## src/rtl/ifetch_pkg.sv

```systemverilog
// rtl/ifetch_pkg.sv - shared width, state and buffer-entry types for the instruction fetch unit
package ifetch_pkg;

   localparam int XLEN = 32;

   typedef enum logic [1:0] {
      S_FETCH = 2'd0,
      S_DRAIN = 2'd1,
      S_HALT  = 2'd2
   } ifetch_state_e;

   typedef struct packed {
      logic [XLEN-1:0] pc;
      logic [XLEN-1:0] instr;
   } ifetch_entry_t;

   function automatic logic [XLEN-1:0] word_addr(input logic [XLEN-1:0] byte_pc);
      return {2'b00, byte_pc[XLEN-1:2]};
   endfunction

endpackage

```

## src/rtl/ifetch_if.sv

```systemverilog
// rtl/ifetch_if.sv - memory read port and decode handshake bundle of the fetch unit
interface ifetch_if;
   import ifetch_pkg::*;

   logic [XLEN-1:0] mem_rd_addr;
   logic            mem_rd_addr_valid;
   logic [XLEN-1:0] mem_rd_data;
   logic            mem_rd_ack;
   logic            instr_valid;
   logic [XLEN-1:0] instr_data;
   logic [XLEN-1:0] instr_pc;
   logic            instr_ready;

   modport master (
      output mem_rd_addr, mem_rd_addr_valid, instr_valid, instr_data, instr_pc,
      input  mem_rd_data, mem_rd_ack, instr_ready
   );

   modport slave (
      input  mem_rd_addr, mem_rd_addr_valid, instr_valid, instr_data, instr_pc,
      output mem_rd_data, mem_rd_ack, instr_ready
   );

endinterface

```

## src/rtl/ifetch_fifo.sv

```systemverilog
// rtl/ifetch_fifo.sv - synchronous instruction buffer of {pc, instr} entries with flush
module ifetch_fifo
   import ifetch_pkg::*;
#(
   parameter int DEPTH = 4
) (
   input  logic                   clk,
   input  logic                   reset,
   input  logic                   push,
   input  logic                   pop,
   input  logic                   flush,
   input  ifetch_entry_t          push_data,
   output ifetch_entry_t          head,
   output logic [$clog2(DEPTH):0] count,
   output logic                   full,
   output logic                   empty
);

   localparam int AW = $clog2(DEPTH);
   localparam int CW = AW + 1;

   ifetch_entry_t   mem [DEPTH];
   logic [AW-1:0]   rd_ptr;
   logic [AW-1:0]   wr_ptr;
   logic            do_push;
   logic            do_pop;

   assign full    = (count == CW'(DEPTH));
   assign empty   = (count == '0);
   assign do_push = push && !full;
   assign do_pop  = pop && !empty;
   assign head    = mem[rd_ptr];

   // Flush wins over a same-cycle push or pop.
   always_ff @(posedge clk) begin
      if (reset || flush) begin
         rd_ptr <= '0;
         wr_ptr <= '0;
         count  <= '0;
      end else begin
         if (do_push) wr_ptr <= wr_ptr + AW'(1);
         if (do_pop)  rd_ptr <= rd_ptr + AW'(1);
         count <= count + CW'(do_push) - CW'(do_pop);
      end
   end

   always_ff @(posedge clk) begin
      if (do_push && !flush) mem[wr_ptr] <= push_data;
   end

endmodule

```

## src/rtl/ifetch_unit.sv

```systemverilog
// rtl/ifetch_unit.sv - fetch stage: PC, pipelined word reads, instruction buffer, redirect flush (IFETCH_MISALIGN_CHK_EN)
module ifetch_unit
   import ifetch_pkg::*;
#(
   parameter logic [XLEN-1:0] PC_RESET   = 32'h0000_0000,
   parameter int              FIFO_DEPTH = 4,
   parameter int              MAX_OUTST  = 2
) (
   input  logic            clk,
   input  logic            reset,
   input  logic            redirect_valid,
   input  logic [XLEN-1:0] redirect_pc,
   ifetch_if.master        bus,
   output logic            fetch_fault
);

   localparam int OW = $clog2(MAX_OUTST + 1);
   localparam int QW = (MAX_OUTST > 1) ? $clog2(MAX_OUTST) : 1;
   localparam int CW = $clog2(FIFO_DEPTH) + 1;
   localparam int SW = CW + OW;

   ifetch_state_e   state;
   ifetch_state_e   state_next;
   logic [XLEN-1:0] pc;
   logic [XLEN-1:0] pcq [MAX_OUTST];
   logic [QW-1:0]   pcq_rd;
   logic [QW-1:0]   pcq_wr;
   logic [OW-1:0]   outst;
   logic [OW-1:0]   drop;
   logic [OW-1:0]   drop_next;
   logic            fault;
   logic            fault_next;
   logic            issue;
   logic            ack_live;
   logic            ack_keep;
   logic            misaligned;
   logic [XLEN-1:0] redirect_pc_eff;
   logic [CW-1:0]   fifo_count;
   logic            fifo_full;
   logic            fifo_empty;
   ifetch_entry_t   fifo_head;
   ifetch_entry_t   fifo_in;

`ifdef IFETCH_MISALIGN_CHK_EN
   assign misaligned      = redirect_valid && (redirect_pc[1:0] != 2'b00);
   assign redirect_pc_eff = redirect_pc;
`else
   logic unused_redirect_lsbs;
   assign unused_redirect_lsbs = ^redirect_pc[1:0];
   assign misaligned           = 1'b0;
   assign redirect_pc_eff      = {redirect_pc[XLEN-1:2], 2'b00};
`endif

   function automatic logic [QW-1:0] qnext(input logic [QW-1:0] p);
      return (p == QW'(MAX_OUTST - 1)) ? '0 : p + QW'(1);
   endfunction

   // An ack with nothing outstanding belongs to a pre-reset request and is ignored.
   assign ack_live   = bus.mem_rd_ack && (outst != '0);
   assign ack_keep   = ack_live && (drop == '0) && !redirect_valid;
   assign fault_next = fault | misaligned;
   assign fifo_in    = '{pc: pcq[pcq_rd], instr: bus.mem_rd_data};

   always_comb begin
      drop_next = drop;
      if (redirect_valid)
         drop_next = outst - OW'(ack_live);
      else if (ack_live && (drop != '0))
         drop_next = drop - OW'(1);
   end

   ifetch_fifo #(.DEPTH(FIFO_DEPTH)) u_fifo (
      .clk       (clk),
      .reset     (reset),
      .push      (ack_keep),
      .pop       (bus.instr_ready && !redirect_valid),
      .flush     (redirect_valid),
      .push_data (fifo_in),
      .head      (fifo_head),
      .count     (fifo_count),
      .full      (fifo_full),
      .empty     (fifo_empty)
   );

   always_ff @(posedge clk) begin
      if (reset) state <= S_FETCH;
      else       state <= state_next;
   end

   always_comb begin
      state_next = state;
      case (state)
         S_FETCH, S_DRAIN: begin
            if (drop_next != '0)  state_next = S_DRAIN;
            else if (fault_next)  state_next = S_HALT;
            else                  state_next = S_FETCH;
         end
         S_HALT:  state_next = S_HALT;
         default: state_next = S_FETCH;
      endcase
   end

   // Outputs are forced low while reset is held, even before the registers clear.
   always_comb begin
      issue = !reset && (state == S_FETCH) && !redirect_valid && !fifo_full &&
              (outst < OW'(MAX_OUTST)) &&
              ((SW'(fifo_count) + SW'(outst)) < SW'(FIFO_DEPTH));
      bus.mem_rd_addr_valid = issue;
      bus.mem_rd_addr       = reset ? '0 : word_addr(pc);
      bus.instr_valid       = !reset && !fifo_empty;
      bus.instr_data        = reset ? '0 : fifo_head.instr;
      bus.instr_pc          = reset ? '0 : fifo_head.pc;
      fetch_fault           = !reset && fault;
   end

   always_ff @(posedge clk) begin
      if (reset) begin
         pc     <= PC_RESET;
         outst  <= '0;
         drop   <= '0;
         fault  <= 1'b0;
         pcq_rd <= '0;
         pcq_wr <= '0;
      end else begin
         drop  <= drop_next;
         fault <= fault_next;
         outst <= outst + OW'(issue) - OW'(ack_live);
         if (redirect_valid) pc <= redirect_pc_eff;
         else if (issue)     pc <= pc + XLEN'(4);
         if (issue)    pcq_wr <= qnext(pcq_wr);
         if (ack_live) pcq_rd <= qnext(pcq_rd);
      end
   end

   always_ff @(posedge clk) begin
      if (issue) pcq[pcq_wr] <= pc;
   end

endmodule
```

## src/flat_wrapper.sv

```systemverilog
// flat-port wrapper written by rule: the top's interface ports become plain ports
module ifetch_unit_flat import ifetch_pkg::*;
#(
   parameter logic [XLEN-1:0] PC_RESET   = 32'h0000_0000,
   parameter int              FIFO_DEPTH = 4,
   parameter int              MAX_OUTST  = 2
)
  (clk, reset, redirect_valid, redirect_pc, fetch_fault, bus_mem_rd_addr, bus_mem_rd_addr_valid, bus_instr_valid, bus_instr_data, bus_instr_pc, bus_mem_rd_data, bus_mem_rd_ack, bus_instr_ready);
  ifetch_if bus_i ();
  input  logic clk;
  input  logic reset;
  input  logic redirect_valid;
  input  logic [XLEN-1:0] redirect_pc;
  output logic fetch_fault;
  output wire logic [$bits(bus_i.mem_rd_addr)-1:0] bus_mem_rd_addr;
  output wire logic [$bits(bus_i.mem_rd_addr_valid)-1:0] bus_mem_rd_addr_valid;
  output wire logic [$bits(bus_i.instr_valid)-1:0] bus_instr_valid;
  output wire logic [$bits(bus_i.instr_data)-1:0] bus_instr_data;
  output wire logic [$bits(bus_i.instr_pc)-1:0] bus_instr_pc;
  input wire logic [$bits(bus_i.mem_rd_data)-1:0] bus_mem_rd_data;
  input wire logic [$bits(bus_i.mem_rd_ack)-1:0] bus_mem_rd_ack;
  input wire logic [$bits(bus_i.instr_ready)-1:0] bus_instr_ready;
  assign bus_mem_rd_addr = bus_i.mem_rd_addr;
  assign bus_mem_rd_addr_valid = bus_i.mem_rd_addr_valid;
  assign bus_instr_valid = bus_i.instr_valid;
  assign bus_instr_data = bus_i.instr_data;
  assign bus_instr_pc = bus_i.instr_pc;
  assign bus_i.mem_rd_data = bus_mem_rd_data;
  assign bus_i.mem_rd_ack = bus_mem_rd_ack;
  assign bus_i.instr_ready = bus_instr_ready;
  ifetch_unit #(.PC_RESET(PC_RESET), .FIFO_DEPTH(FIFO_DEPTH), .MAX_OUTST(MAX_OUTST)) u_core (.clk(clk), .reset(reset), .redirect_valid(redirect_valid), .redirect_pc(redirect_pc), .bus(bus_i), .fetch_fault(fetch_fault));
endmodule
```

## config.mk

```make
export PLATFORM = sky130hd
export DESIGN_NAME = ifetch_unit_flat
export DESIGN_NICKNAME = d
export VERILOG_FILES = /design/src/rtl/ifetch_pkg.sv /design/src/rtl/ifetch_if.sv /design/src/rtl/ifetch_fifo.sv /design/src/rtl/ifetch_unit.sv /design/src/flat_wrapper.sv
export SDC_FILE = /design/constraint.sdc
export NUM_CORES = 1
export LEC_CHECK = 0
export BUFFER_PORTS_ARGS = -buffer_cell sky130_fd_sc_hd__buf_2
export CORE_MARGIN = 5
export CORE_UTILIZATION = 46
export CTS_CLUSTER_DIAMETER = 100
export DETAILED_ROUTE_END_ITERATION = 7
export GPL_TIMING_DRIVEN = 0
export PLACE_DENSITY = 0.76
export SLEW_MARGIN = 40
export SYNTH_ARGS = -nofsm -noshare
export SYNTH_HDL_FRONTEND = slang
export SYNTH_SLANG_ARGS = --single-unit
```

## constraint.sdc

```tcl
create_clock -name clk -period 4.5 [get_ports clk]
set_input_delay 0.675 -clock clk [delete_from_list [all_inputs] [get_ports clk]]
set_output_delay 0.675 -clock clk [all_outputs]
set_load 0.05 [all_outputs]
```

Word-level counts from Yosys, hierarchy flattened --
Memory sizes are Yosys's and may differ from the RTL's. A register that Yosys moved wholly into a read port is not among the register bits. Index checks and enable logic that the tools add are counted.
Word-level totals: word-level logic and storage cells 76, memories 2, bits of input ports 69, latch bits 0, RAM bits 320, ROM bits 0, output and inout port bits 99, flip-flop bits (word level) 47
Memory list:
- u_core.u_fifo.mem | words 4, width 64, rd ports 1, clocked after memory_dff 1, write ports 1, line ifetch_fifo.sv:22 | ifetch_entry_t mem [DEPTH];
- u_core.pcq | words 2, width 32, rd ports 1, clocked after memory_dff 1, write ports 1, line ifetch_unit.sv:25 | logic [XLEN-1:0] pcq [MAX_OUTST];
Cells by class: shift-type cells 0, div/mod/pow operators 0, add/subtract/negate cells 12, multiply operators 0, bitwise operators 0, mux-type cells 19, reductions and logical operators 28, order comparisons 2, equal/unequal tests 3
Operators with widths (count):
- 2-to-1 mux 32 bit | 4
- adder 32 x 3 -> 32 bit, second input constant | 1
- 2-to-1 mux 30 bit | 1
- logical AND 1 bit | 14
- 2-to-1 mux 1 bit | 9
- 2-to-1 mux 2 bit | 4
- nonzero test 2 bit | 4
- < comparator 5 x 3 -> 1 bit, second input constant | 1
- adder 2 x 1 -> 2 bit, second input constant | 2
- adder 3 x 2 -> 4 bit | 1
- logical NOT 1 bit | 4
- logical NOT 2 bit | 2
- case mux 2 bit (2 select lines) | 1
- OR reduction 2 bit | 2
- subtractor 2 x 1 -> 2 bit | 2
- adder 3 x 1 -> 3 bit | 1
- equality test 3 bit, second input constant | 1
- logical NOT 3 bit | 1
- subtractor 3 x 1 -> 3 bit | 1
- adder 1 bit, second input constant | 2
- adder 2 x 1 -> 2 bit | 1
- equality test 2 x 1 -> 1 bit, second input constant | 1
- equality test 2 bit, second input constant | 1
- < comparator 2 bit, second input constant | 1
- other kinds (2) | 2

Logic depth before layout (Yosys ltp) --
Gate-level depths: netlist (run 1).
depth in word-level cells 8, gate-level depth with buffers 13, depth with buffers taken out 13

By module --
Synthesis (run 1) repeated with hierarchy kept, for this count alone.
Unflattened totals: cell total of the unflattened synthesis 864, area, all modules 14781.7 um^2
Modules (own cells, without submodules):
- ifetch_fifo | instances 1, area each 9796.9 um^2, cells each 384
- ifetch_unit | instances 1, area each 4984.8 um^2, cells each 480

Least setup slack after synthesis (run 1) --
Ideal clock, no wire load.
kind input -> register, start input port bus_mem_rd_ack, end memory u_core.u_fifo.mem[0][0] (netlist bit), enable pin, stages 3, path slack 1.164 ns, buffers on the path 0, data arrival time 2.910 ns, cells stage by stage o21ai_0 a2111oi_4 and2_1
Between the ends: word-level cells in the longest chain between the ends 7
Ends and longest elaborated chain:
- start: declaration | line flat_wrapper.sv:21 | input wire logic [$bits(bus_i.mem_rd_ack)-1:0] bus_mem_rd_ack;
- logical AND 1 bit | line ifetch_unit.sv:59 | assign ack_live = bus.mem_rd_ack && (outst != '0);
- logical AND 1 bit (2 in a row) | line ifetch_unit.sv:60 | assign ack_keep = ack_live && (drop == '0) && !redirect_valid;
- logical AND 1 bit | line ifetch_fifo.sv:30 | assign do_push = push && !full;
- logical AND 1 bit | line ifetch_fifo.sv:48 | if (do_push && !flush) mem[wr_ptr] <= push_data;
- 2-to-1 mux 1 bit | line ifetch_fifo.sv:48
- 2-to-1 mux 1 bit (not written as such) | line ifetch_fifo.sv:48
- end: declaration | line ifetch_fifo.sv:22
Every way passes these cells.

==> results of run 1 <==
[registers in the layout, indices dropped and copies added, names as in the netlist, 3 cells and up, named ones only]
name                 cells
u_core.u_fifo.mem      248
u_core.pcq              60
u_core.pc               30
u_core.u_fifo.count      3
[area by class of cell]
class                   instances  area [µm²]  share of cell area
multi-input cells             445        3970               0.232
well taps                     396         495              0.0290
plain buffers                  50         218              0.0127
inverters                      16        60.1             0.00352
clock buffers                  50        1020              0.0595
diodes                          1        2.50            0.000147
flip-flops and latches        356       10200               0.598
repair buffers                168         998              0.0585
clock inverters                17         114             0.00667
[how the worst max path moves through the flow]
stage              startpoint                       end  cells past startpoint
2_1_floorplan  bus_mem_rd_ack   u_core.u_fifo.mem[0][0]                      3
3_3_place_gp   bus_mem_rd_ack  u_core.u_fifo.mem[1][35]                      4
3_5_place_dp            reset        bus_mem_rd_addr[4]                      5
4_1_cts             flip-flop          bus_instr_pc[20]                      5
5_1_grt             flip-flop          bus_instr_pc[20]                      5
6_report            flip-flop          bus_instr_pc[20]                      5
[cells in the final DEF, fill, tap and decap left out, types with 5 or more instances in the layout]
cell,instances
nand3_1,12
buf_2,168
ha_1,12
inv_1,15
clkbuf_1,46
clkinv_1,7
a21oi_1,22
and2_1,5
buf_12,6
o21ai_0,15
conb_1,5
mux4_2,62
dfxtp_1,48
nand2_1,41
xnor2_1,7
nor2b_1,93
nor3_1,6
nand4_1,13
clkbuf_16,38
nor2_1,37
a31oi_1,19
mux2_2,35
edfxtp_1,308
buf_4,5
[cell families (layout without fill, tap and decap cells)]
family | after synthesis | count (layout)
AOI/OAI and AO/OA | 77 | 77
buffers and inverters | 66 | 301
muxes | 99 | 99
DFF | 356 | 356
adders and majority gates | 13 | 13
other | 1 | 6
xor gates and xnor gates | 11 | 11
and+or+nand+nor | 240 | 240
[stage by stage]
stage	std cells	util	setup slack, ps	total power [µW]	area [µm²]
final	1499	0.555	1010	7540	17100
after global routing	1498	0.555	812	7830	17100
after CTS	1498	0.555	914	7610	17100
after detailed placement	1431	0.518	1320	4790	15900
after global placement	1422	0.511	-217	4750	15700
after floorplan	867	-	1160	4510	14400
[report_power, final]
part	total [µW]	switching [µW]	internal (µW)
Combinational	846	551	296
Sequential	3880	81.1	3800
Clock	2810	1210	1600
Total	7540	1850	5690
[Yosys cell counts, types with 2 or more instances]
library cell / count
buf_2: 9
a32oi_1: 2
o311ai_0: 2
mux2_2: 35
or4_1: 4
and2_1: 10
a211oi_1: 2
mux4_2: 62
nor3b_1: 2
nor4_1: 2
nor2_1: 38
mux2i_1: 2
nand4_1: 13
inv_1: 15
clkbuf_1: 36
xnor2_1: 7
nor3_1: 6
nand3_2: 3
edfxtp_1: 308
dfxtp_1: 48
a31oi_1: 19
o21ai_0: 15
a21oi_1: 22
buf_4: 5
ha_1: 12
nor2b_1: 93
or2_2: 2
xor2_1: 4
or3_1: 4
and3_1: 3
nand3_1: 12
o211ai_1: 3
nand2_1: 41
[worst reg2reg max path: cells and delay by family, from the launching register on]
kind / cells / cell delay [ps]
AND/OR/NAND/NOR: 1 / 50
adder cells (fa/ha/maj): 3 / 780
XOR/XNOR: 2 / 300
buffers and inverters: 3 / 190
AO/OA/AOI/OAI: 2 / 980
flip-flops: 1 / 450
[layer usage]
layer / vias to the layer above / GRT usage / wire, µm
met4: 0 / 0.0484 / 635
met2: 342 / 0.274 / 14400
met5: - / 0 / 0
met1: 4045 / 0.242 / 13100
met3: 49 / 0.0291 / 2240
li1: 3761 / - / -
==> metrics, run 1 <==
share of post-route cells with drive strength above 1 0.316; syn_area_per_cell 16.7 µm²; Die H 187 µm; reg-to-reg setup timing slack 1630 ps; clock root cell clkbuf_16; Post-synth EDFFs 308; GPL Wtd Cong 0.868; crit-path max FO 10; RSZ-0062 raised after global routing false; first-pass GRT wire length 47100 µm; critical path cell sequence clkbuf_1, buf_2, mux4_2, nor2b_1, buf_2; FF+latch count, synth 356; CTS tree built; Slew headroom 0.493; Pre-antenna DRT Iters 5; post-synthesis mux area share 0.126; PwrDens 441 nW/µm²; compound-gate portion of the synthesized area 0.0345; Final #Nets 1156; final wirelength 30400 µm; Vias 8197; Worst Path Required 3830 ps; GRT Overall Usage 0.170; Synth area leader edfxtp_1; setup TNS 0 ps; CP endpoint kind output pin; PostCTS Resize Cnt 0; Post-Synth Adder-Cell Area 0.0118; Post-CTS Setup Bufs 0; crit path kind flip-flop to output pin; initial antenna violation count 0; startpoint types flip-flop; H-tree depth 2; largest family of logic cells by synthesized area multiplexers; drt first-iter violations 743; Clock Tree Buf Depth 3; CP arrival 2820 ps; Simple-Gate Fraction of Synth Area 0.0935; max-slew violation count 0; Hold WC Path Type primary input to flip-flop; DRC 0; Core Box Area 30700 µm²; CTS Buf Count 37; final setup fails 0; Crit path max-delay family buffers and inverters; Mapped Cells 863; Clock Skew 28.5 ps; synthesized area 14400 µm²; yosys warns 0; asr flop ratio synth 0; Max-Cap Viols 0; CP max stage delay 560 ps; outcome finished, final reports clean; Final period util 0.777; worst r2r src u_core.outst[1]; Synth Area in XOR/XNOR 0.00668; Seq/Total Area, Yosys 0.708; Synth area leaders edfxtp_1, mux4_2, dfxtp_1; Initial Util 0.469; Period minus WS final 3490 ps; Distinct cells, synth 55; HPWL after DPL 20300 µm; WHS Endpoint u_core.u_fifo.mem[0][22]; CTS Hold Buffers Added 0; hold depth 1; Reg2Reg Capture Point u_core.u_fifo.count[2]; Skew-Pair Late Insertion Delay 530 ps; clk slew on worst S/H paths 60 ps; routed vias/inst 5.47; I/O Pins 168; FMAX 0.286 GHz; Post-synth top flop edfxtp_1; reg2reg path depth 11; Fin. Hold Viols 0; final hold slack 371 ps; GRT Residual Overflow 0; leakage power 0.00586 µW; Buf/Inv on CP 3; Worst VDD drop 274 µV; die width 187 µm; worst-margin pin slew 752 ps; Routed Antenna Nets 0; # clock sinks 356; P&R area growth vs syn 18.5%; worst hold path startpoint bus_mem_rd_data[22]; largest net degree at the start of global routing 33; Filler cells 2418; Yosys top cell area share 0.642; Port Buffers 159; full die area 35000 µm²; Crit path top cell by count buf_2; vias in the first global route 8416; slowest CP cell mux4_2; Row Count 64; Routed WL per cell 20.3 µm
(Power assumes the default switching activity.)
==> run 2: changes to the inputs <==
--- a/config.mk
+++ b/config.mk
@@ -11,7 +11,7 @@
 export CTS_CLUSTER_DIAMETER = 100
 export DETAILED_ROUTE_END_ITERATION = 7
 export GPL_TIMING_DRIVEN = 0
-export PLACE_DENSITY = 0.76
+export PLACE_DENSITY = 0.79
 export SLEW_MARGIN = 40
 export SYNTH_ARGS = -nofsm -noshare
 export SYNTH_HDL_FRONTEND = slang
==> constraint.sdc (replaced) <==
create_clock -name clk -period 3.1 [get_ports clk]
set_input_delay 0.465 -clock clk [delete_from_list [all_inputs] [get_ports clk]]
set_output_delay 0.465 -clock clk [all_outputs]
set_load 0.05 [all_outputs]
==> metrics, run 2 (synthesis results as in run 1) <==
# clock sinks 356 (unchanged); Clock Power Share 0.378 (+0.005); routed vias/inst 5.50 (+0.49%); Clock Tree Buf Depth 3 (unchanged); total power 11000 µW (+46%); CP endpoint kind output pin; final setup fails 0 (unchanged); Sw Share 0.242 (-0.00260); Fin. Hold Viols 0 (unchanged); P&R area growth vs syn 17.9%; placed inst area 15800 µm² (-0.60%); HPWL after DPL 20100 µm (-1.1%); initial antenna violation count 0 (unchanged); Reg2Reg Capture Point u_core.u_fifo.count[2]; P_int 8340 µW (+47%); die width 187 µm (unchanged); combinational power share 0.111 (about the same); worst hold path startpoint bus_mem_rd_data[0]; Initial Util 0.469 (unchanged); crit path kind flip-flop to output pin; clock root cell clkbuf_16; H-tree depth 2 (unchanged); Clock Skew 33.2 ps (+4.70 ps); vias in the first global route 8213 (-2.4%); Row Count 64 (unchanged); PostCTS Resize Cnt 6 (+6); GRT Residual Overflow 0 (unchanged); drt first-iter violations 681 (-8.3%); DRC 0 (unchanged); worst-margin pin slew 759 ps (+7.02 ps); outcome finished, final reports clean; Filler cells 2412 (-0.25%); slowest CP cell dfxtp_1; leakage power 0.00586 µW (about the same); clk slew on worst S/H paths 60 ps (about the same); final wirelength 30400 µm (-0.17%); final hold slack 171 ps (-199 ps); CTS Buf Count 37 (unchanged); Slew headroom 0.494 (+0.000622); first-pass GRT wire length 47100 µm (about the same); GRT Overall Usage 0.170 (+0.000462); largest net degree at the start of global routing 34 (+3.0%); Final period util 0.934; Worst VDD drop 327 µV (+19%); reg-to-reg setup timing slack 260 ps (-1370 ps); Switch Pwr 2670 µW (+45%); critical path cell sequence clkbuf_1, mux4_2, nor2b_1, buf_2; I/O Pins 168 (unchanged); startpoint types flip-flop; Pre-antenna DRT Iters 6 (+1); max-slew violation count 0 (unchanged); Finished Cell Area 17000 µm² (-0.48%); Max-Cap Viols 0 (unchanged); Core Box Area 30700 µm² (unchanged); n_diodes 0 (-1); Routed WL per cell 20.3 µm (+0.30%); CTS Hold Buffers Added 0 (unchanged); crit-path max FO 10 (unchanged); commonest non-fill, non-tap cell in the layout edfxtp_1; Post-CTS Setup Bufs 0 (unchanged); GPL Wtd Cong 0.909 (+4.7%); Worst Path Required 2630 ps (-1200 ps); reg2reg path depth 11 (unchanged); Skew-Pair Late Insertion Delay 520 ps (about the same); Non-Filler Instances 1492 (-0.47%); max FFs per register 248 (unchanged); Die H 187 µm (unchanged); worst r2r src u_core.outst[1]; final core occ 0.553 (-0.00269); Period minus WS final 2900 ps; share of post-route cells with drive strength above 1 0.324 (+0.00812); Routed Antenna Nets 0 (unchanged); Final #Nets 1150 (-0.52%); Placed Cells incl. Taps 1427 (-0.28%); CTS tree built; Vias 8199 (+0.024%); full die area 35000 µm² (unchanged); Port Buffers 159 (unchanged); RSZ-0062 raised after global routing false; commonest cells after routing, fill and taps aside edfxtp_1, buf_2, nor2b_1, mux4_2, dfxtp_1; biggest regs u_core.u_fifo.mem: 248 flops, u_core.pcq: 60 flops, u_core.pc: 30 flops; WHS Endpoint u_core.u_fifo.mem[3][0]; Flop pwr share 0.512 (-0.002); CP arrival 2430 ps (-390 ps); hold depth 1 (unchanged); CP max stage delay 650 ps (+90 ps); PwrDens 648 nW/µm² (+47%); FMAX 0.345 GHz; Reg with most FFs u_core.u_fifo.mem; Hold WC Path Type primary input to flip-flop
==> run 2: changes by cell type in the layout (fill, tap and decap cells not counted), moves of 3 or more <==
cell	change
clkbuf_1	-9
clkbuf_2	+5
clkinv_1	-3
clkinv_2	+3
==> run 2: worst max-delay path by stage <==
stage | end | slack (ps) | cells past startpoint
after floorplan | u_core.pcq[0][10] | 110 | 5
after global placement | u_core.pcq[0][8] | -980 | 5
after detailed placement | u_core.u_fifo.count[2] | 150 | 11
after CTS | bus_instr_pc[20] | 120 | 4
after global routing | bus_instr_data[30] | 30 | 4
final | bus_instr_data[30] | 200 | 4
==> run 2: per-stage QoR <==
stage          setup slack (ps)  setup TNS [ps]
2_1_floorplan               109               0
3_3_place_gp               -980          -89120
3_5_place_dp                151               0
4_1_cts                     123               0
5_1_grt                    31.4               0
6_report                    204               0
==> run 2: worst max-delay path: cells and delay by family, from the launching register on <==
| kind | cells | cell delay (ps) |
|---|---|---|
| buffers and inverters | 2 | 740 |
| DFF | 1 | 650 |
| muxes | 1 | 380 |
| and+or+nand+nor | 1 | 150 |
==> run 2: cell type report <==
type,instances,area (µm²),share of cell area
multi-input combinational,445,3970,0.233
tap,396,495,0.0291
timing repair buffer,164,903,0.0531
sequential,356,10200,0.601
clock inverter,21,175,0.0103
clock buffer,46,970,0.0570
buffer,48,216,0.0127
inverter,16,60.1,0.00353
==> run 2: power groups by stage <==
stage / logic, µW / registers [µW] / clock network, µW
2_1_floorplan: 864 / 5680 / 0
3_3_place_gp: 1160 / 5720 / 0
3_5_place_dp: 1210 / 5730 / 0
4_1_cts: 1220 / 5630 / 4250
5_1_grt: 1310 / 5650 / 4450
6_report: 1220 / 5630 / 4160
==> run 2: layer usage <==
layer / vias to the layer above / wire length [µm] / track usage
li1: 3740 / - / -
met1: 4041 / 12700 / 0.241
met2: 374 / 14700 / 0.276
met3: 44 / 2440 / 0.0340
met4: 0 / 548 / 0.0412
met5: - / 0 / 0
